$ cat src/rtl/uart_prog_loader.sv
// uart_prog_loader: receives a program image over an 8N1 serial line and
// writes it into main memory through the manual-entry inputs (D, A1).
// The CPU is held in program-load mode during the load and then released
// into run mode. A frame is the header byte 0xA5, then a length byte N
// (0 means 256), then N data bytes.
module uart_prog_loader #(
    parameter int CLKS_PER_BIT = 16,
    parameter int A1_PULSE     = 4,
    parameter int A1_GAP       = 4,
    parameter int SETTLE       = 8
) (
    input  logic       clk,
    input  logic       rst,
    input  logic       rxd,
    input  logic       abort,
    output logic [7:0] D,
    output logic       A1,
    output logic       SW1,
    output logic       SW2,
    output logic [8:0] byte_cnt,
    output logic       busy,
    output logic       frame_err,
    output logic       done
);

    localparam logic [15:0] BIT_LAST    = 16'(CLKS_PER_BIT - 1);
    localparam logic [15:0] HALF_LAST   = 16'(CLKS_PER_BIT / 2 - 1);
    localparam logic [15:0] PULSE_LAST  = 16'(A1_PULSE - 1);
    localparam logic [15:0] GAP_LAST    = 16'(A1_GAP - 1);
    localparam logic [15:0] SETTLE_LAST = 16'(SETTLE - 1);

    localparam logic [7:0] HEADER = 8'hA5;

    localparam logic [1:0] RX_IDLE  = 2'd0;
    localparam logic [1:0] RX_START = 2'd1;
    localparam logic [1:0] RX_DATA  = 2'd2;
    localparam logic [1:0] RX_STOP  = 2'd3;

    localparam logic [2:0] S_IDLE      = 3'd0;
    localparam logic [2:0] S_LEN       = 3'd1;
    localparam logic [2:0] S_DATA_WAIT = 3'd2;
    localparam logic [2:0] S_WR_SETUP  = 3'd3;
    localparam logic [2:0] S_WR_PULSE  = 3'd4;
    localparam logic [2:0] S_WR_GAP    = 3'd5;
    localparam logic [2:0] S_SETTLE    = 3'd6;
    localparam logic [2:0] S_RUN       = 3'd7;

    localparam logic [1:0] MODE_STOP = 2'b00;
    localparam logic [1:0] MODE_LOAD = 2'b01;
    localparam logic [1:0] MODE_RUN  = 2'b11;

    logic        rx_meta;
    logic        rx_sync;
    logic        rx_prev;
    logic [1:0]  rx_state;
    logic [15:0] rx_timer;
    logic [2:0]  rx_bit;
    logic [7:0]  rx_shift;
    logic        rx_valid;
    logic        rx_ferr;

    logic [2:0]  state;
    logic [15:0] timer;
    logic [8:0]  target;
    logic [1:0]  mode;

    assign SW1 = mode[1];
    assign SW2 = mode[0];

    // Bring the asynchronous serial line into the clk domain and keep one
    // extra delayed copy so a falling edge can be detected.
    always_ff @(posedge clk or negedge rst) begin
        if (!rst) begin
            rx_meta <= 1'b1;
            rx_sync <= 1'b1;
            rx_prev <= 1'b1;
        end else begin
            rx_meta <= rxd;
            rx_sync <= rx_meta;
            rx_prev <= rx_sync;
        end
    end

    // 8N1 receiver: half-bit start check rejects glitches, data is sampled
    // LSB first at bit centres, and the stop bit decides good byte vs error.
    // rx_shift holds the received byte while rx_valid is high.
    always_ff @(posedge clk or negedge rst) begin
        if (!rst) begin
            rx_state <= RX_IDLE;
            rx_timer <= '0;
            rx_bit   <= '0;
            rx_shift <= '0;
            rx_valid <= 1'b0;
            rx_ferr  <= 1'b0;
        end else begin
            rx_valid <= 1'b0;
            rx_ferr  <= 1'b0;
            case (rx_state)
                RX_IDLE: begin
                    if (rx_prev && !rx_sync) begin
                        rx_state <= RX_START;
                        rx_timer <= '0;
                    end
                end
                RX_START: begin
                    if (rx_timer == HALF_LAST) begin
                        rx_timer <= '0;
                        rx_bit   <= '0;
                        rx_state <= rx_sync ? RX_IDLE : RX_DATA;
                    end else begin
                        rx_timer <= rx_timer + 16'd1;
                    end
                end
                RX_DATA: begin
                    if (rx_timer == BIT_LAST) begin
                        rx_timer <= '0;
                        rx_shift <= {rx_sync, rx_shift[7:1]};
                        rx_bit   <= rx_bit + 3'd1;
                        if (rx_bit == 3'd7) begin
                            rx_state <= RX_STOP;
                        end
                    end else begin
                        rx_timer <= rx_timer + 16'd1;
                    end
                end
                RX_STOP: begin
                    if (rx_timer == BIT_LAST) begin
                        rx_timer <= '0;
                        rx_state <= RX_IDLE;
                        if (rx_sync) begin
                            rx_valid <= 1'b1;
                        end else begin
                            rx_ferr <= 1'b1;
                        end
                    end else begin
                        rx_timer <= rx_timer + 16'd1;
                    end
                end
                default: rx_state <= RX_IDLE;
            endcase
        end
    end

    // Loader sequencing: header, length, then one D setup cycle, an A1 pulse
    // and a gap per byte, a settle period and finally run mode. Abort wins
    // over everything else; bytes arriving mid-write are flagged as overrun.
    always_ff @(posedge clk or negedge rst) begin
        if (!rst) begin
            state     <= S_IDLE;
            timer     <= '0;
            target    <= '0;
            mode      <= MODE_STOP;
            D         <= '0;
            A1        <= 1'b0;
            byte_cnt  <= '0;
            busy      <= 1'b0;
            frame_err <= 1'b0;
            done      <= 1'b0;
        end else if (abort) begin
            state <= S_IDLE;
            timer <= '0;
            mode  <= MODE_STOP;
            A1    <= 1'b0;
            busy  <= 1'b0;
            done  <= 1'b0;
            if (rx_ferr) begin
                frame_err <= 1'b1;
            end
        end else begin
            if (rx_ferr) begin
                frame_err <= 1'b1;
            end
            case (state)
                S_IDLE, S_RUN: begin
                    if (rx_valid && rx_shift == HEADER) begin
                        state     <= S_LEN;
                        mode      <= MODE_LOAD;
                        busy      <= 1'b1;
                        done      <= 1'b0;
                        frame_err <= 1'b0;
                        byte_cnt  <= '0;
                    end
                end
                S_LEN: begin
                    if (rx_valid) begin
                        target <= (rx_shift == 8'd0) ? 9'd256 : {1'b0, rx_shift};
                        state  <= S_DATA_WAIT;
                    end
                end
                S_DATA_WAIT: begin
                    if (rx_valid) begin
                        D     <= rx_shift;
                        state <= S_WR_SETUP;
                    end
                end
                S_WR_SETUP: begin
                    A1    <= 1'b1;
                    timer <= '0;
                    state <= S_WR_PULSE;
                    if (rx_valid) begin
                        frame_err <= 1'b1;
                    end
                end
                S_WR_PULSE: begin
                    if (rx_valid) begin
                        frame_err <= 1'b1;
                    end
                    if (timer == PULSE_LAST) begin
                        A1       <= 1'b0;
                        byte_cnt <= byte_cnt + 9'd1;
                        timer    <= '0;
                        state    <= S_WR_GAP;
                    end else begin
                        timer <= timer + 16'd1;
                    end
                end
                S_WR_GAP: begin
                    if (rx_valid) begin
                        frame_err <= 1'b1;
                    end
                    if (timer == GAP_LAST) begin
                        timer <= '0;
                        state <= (byte_cnt == target) ? S_SETTLE : S_DATA_WAIT;
                    end else begin
                        timer <= timer + 16'd1;
                    end
                end
                S_SETTLE: begin
                    if (timer == SETTLE_LAST) begin
                        timer <= '0;
                        mode  <= MODE_RUN;
                        done  <= 1'b1;
                        busy  <= 1'b0;
                        state <= S_RUN;
                    end else begin
                        timer <= timer + 16'd1;
                    end
                end
                default: state <= S_IDLE;
            endcase
        end
    end

endmodule

$ cat config.mk
export PLATFORM = sky130hd
export DESIGN_NAME = uart_prog_loader
export DESIGN_NICKNAME = d
export VERILOG_FILES = /design/src/rtl/uart_prog_loader.sv
export SDC_FILE = /design/constraint.sdc
export NUM_CORES = 1
export LEC_CHECK = 0
export CORE_MARGIN = 2
export CORE_UTILIZATION = 45
export DETAILED_ROUTE_END_ITERATION = 8
export GPL_TIMING_DRIVEN = 0
export PLACE_DENSITY = 0.61
export SKIP_CTS_REPAIR_TIMING = 1
export SYNTH_ARGS = -nofsm -noshare
export SYNTH_HDL_FRONTEND = slang
export SYNTH_SLANG_ARGS = --single-unit
$ cat constraint.sdc
create_clock -name clk -period 3.34 [get_ports clk]
set_input_delay 0.334 -clock clk [delete_from_list [all_inputs] [get_ports clk]]
set_output_delay 0.334 -clock clk [all_outputs]
set_load 0.01 [all_outputs]
==> impl_metrics.env <==
export IMPL_setup_violations=0
export IMPL_synth_area_leaders="dfrtp_1 45%, mux2_2 5.3%, nor2_1 3.9%"
export IMPL_die_height_um=104
export IMPL_setup_tns_ns=0
export IMPL_dr_first_iter_drc_count=98
export IMPL_ys_seq_area_frac=0.471
export IMPL_dp_hpwl_um=6290
export IMPL_yosys_warnings=0
export IMPL_status="finished, final reports clean"
export IMPL_slew_headroom=0.505
export IMPL_grt_pass1_wl_um=15600
export IMPL_cts_path_max_buffers=2
export IMPL_final_nets=476
export IMPL_synth_fp_nets=438
export IMPL_cts_sinks=84
export IMPL_grt_util_all_layers=0.177
export IMPL_synth_top_area_share=0.453
export IMPL_async_flop_share=1.00
export IMPL_r2r_start="timer[0]"
export IMPL_wl_per_cell_um=14.9
export IMPL_vdd_ir_drop_max_uv=385
export IMPL_clock_tree_root_cell="clkbuf_8"
export IMPL_cts_tree="yes"
export IMPL_n_antenna_cell=0
export IMPL_cpMaxStageDelayCell="dfrtp_1"
export IMPL_slowest_delay_ns=0.39
export IMPL_synth_most_common_cell="dfrtp_1"
export IMPL_pwr_share_clk=0.252
export IMPL_p_comb_frac=0.287
export IMPL_crit_path_end="byte_cnt[7]"
export IMPL_hold_viol=0
export IMPL_numCtsBuffers=9
export IMPL_finClkSkew_ns=0.0100
export IMPL_p_total_uw=2590
export IMPL_rsz0062_at_grt="false"
export IMPL_grt_max_degree=58
export IMPL_p_switching_uw=905
export IMPL_hold_path_class="flop to flop"
export IMPL_r2r_end="byte_cnt[7]"
export IMPL_power_leakage_uw=0.00219
export IMPL_powerDensity_nw_per_um2=507
export IMPL_path_cells="ha_1 > nor4b_1 > nand4_1 > buf_2 > nor4_2 > mux2i_1 > o21ai_1"
export IMPL_crit_fanout=10
export IMPL_io_pins=27
export IMPL_drive_above_1_share=0.184
export IMPL_clkTransAtPathRegs_ns=0.08
export IMPL_crit_type="flop to flop"
export IMPL_finalCritPeriodShare=0.622
export IMPL_grt_pass1_vias=3215
export IMPL_rows=36
export IMPL_ff2ff_path_depth=7
export IMPL_required_ns=3.58
export IMPL_grt_overflow=0
export IMPL_ys_flop_type="dfrtp_1"
export IMPL_vias_per_cell=5.41
export IMPL_first_pass_iters=4
export IMPL_dieArea_um2=10800
export IMPL_cp_startpoint="timer[0]"
export IMPL_netlist_area_um2=4470
export IMPL_rrSetupSlack_ns=1.26
export IMPL_synth_common_cells="81 x dfrtp_1, 46 x nor2_1, 34 x nand2_1"
export IMPL_p_int_uw=1680
export IMPL_clk_latency_ns=0.35
export IMPL_vias=3272
export IMPL_antenna_found_initial=0
export IMPL_avgSynthCellArea_um2=10.4
export IMPL_fmax_ghz=0.481
export IMPL_finalCriticalPeriod_ns=2.08
export IMPL_slew_violations=0
export IMPL_detail_route_antenna_nets=0
export IMPL_swShare=0.350
export IMPL_die_w_um=104
export IMPL_port_buffers=25
export IMPL_synth_edf_count=0
export IMPL_synth_seq_cells=84
export IMPL_core_area_um2=9730
export IMPL_start_kind="flop"
export IMPL_synthDistinctLibCells=60
export IMPL_wl_um=9030
export IMPL_initial_utilization=0.460
export IMPL_syn_instance_count=429
export IMPL_drv_cap=0
export IMPL_arrival_ns=2.32
export IMPL_place_gp_congestion=0.843
export IMPL_fillerInstances=917
export IMPL_worst_slew_pin_slew_ns=0.740
export IMPL_yosysTopAreaCell="dfrtp_1"
export IMPL_drc_errors=0
export IMPL_seqPwrFrac=0.461
export IMPL_final_util=0.524
export IMPL_cp_end_kind="flop"
export IMPL_htree_num_levels=3
export IMPL_area_growth_pct=14.0
## registers in the layout (all words and copies together), names as in the netlist, named ones only
signal,count
rx_sync,1
rx_state,1
state,3
frame_err,1
A1,1
rx_meta,1
rx_valid,1
busy,1
rx_ferr,1
mode,2
timer,16
rx_bit,3
D,8
rx_prev,1
byte_cnt,9
rx_timer,16
target,9
rx_shift,8
## area by class of cell
type | instances | area [µm²] | share of cell area
plain buffers | 22 | 146 | 0.0287
inverters | 11 | 41.3 | 0.00810
clock buffers | 9 | 124 | 0.0243
flip-flops and latches | 84 | 2110 | 0.413
well taps | 133 | 166 | 0.0326
repair buffers | 27 | 285 | 0.0560
clock inverters | 7 | 50.0 | 0.00982
multi-input cells | 312 | 2180 | 0.427
## cell usage in the layout (no fill, tap or decap), types with 7 or more instances in the layout
cell type	netlist	layout
clkdlybuf4s50_1	0	24
nand2_1	34	34
a31oi_1	8	8
clkbuf_8	0	9
inv_1	11	11
nor2_1	46	46
nand3_1	12	12
and4_1	7	7
nor4_1	7	7
dfrtp_1	81	81
a21oi_1	14	14
clkbuf_1	7	7
xor2_1	16	16
mux2_2	21	21
o21ai_0	16	16
nand4_1	12	12
xnor2_1	14	14
nor3_1	15	15
## power groups by stage
stage	sequential, µW	combinational [µW]	clock (µW)
floorplan	1200	568	0
global placement	1210	723	0
detailed placement	1210	740	0
CTS	1190	744	679
global route	1210	833	722
finish	1190	744	651
## critical path, delay by kind of cell (launching register included)
family          cells  cell delay (ns)
compound gates      1             0.07
simple gates        3             0.79
mux                 1             0.22
fa+ha+maj           1             0.26
buf+inv             1             0.25
flops               1             0.39
## through the flow
stage | hold WS, ns | cells | worst slack (ns) | instance area (µm²)
2_1_floorplan | 0.0384 | 429 | 1.48 | 4470
3_3_place_gp | 0.355 | 587 | -1.13 | 4890
3_5_place_dp | 0.286 | 588 | 1.24 | 4910
4_1_cts | -0.105 | 604 | 1.24 | 5090
5_1_grt | 0.361 | 605 | 1.11 | 5100
6_report | 0.367 | 605 | 1.26 | 5100
## cell families (layout without fill, tap and decap cells)
family / Yosys count / in the layout / share of synthesized area
and+or+nand+nor: 175 / 175 / 0.226
DFF: 84 / 84 / 0.471
AOI/OAI and AO/OA: 73 / 73 / 0.112
buffers and inverters: 33 / 76 / 0.0420
xor gates and xnor gates: 30 / 30 / 0.0588
muxes: 29 / 29 / 0.0764
adders and majority gates: 5 / 5 / 0.0140
## worst min-delay path by stage
stage / from / depth (start not counted) / slack [ns] / to
final: rx_meta / 0 / 0.37 / rx_sync
after detailed placement: rst / 1 / 0.29 / timer[5]
after CTS: rst / 1 / -0.11 / timer[5]
after floorplan: rst / 0 / 0.04 / A1
after global placement: rx_meta / 0 / 0.35 / rx_sync
after global routing: rxd / 1 / 0.36 / rx_meta
## per-layer routing
metal / up-vias / part of all wire / GRT usage
li1: 1624 / - / -
met1: 1593 / 0.50 / 0.250
met2: 47 / 0.47 / 0.281
met3: 8 / 0.027 / 0.0334
met4: 0 / 0.0081 / 0.0521
met5: - / 0 / 0
(Power assumes the default switching activity.)
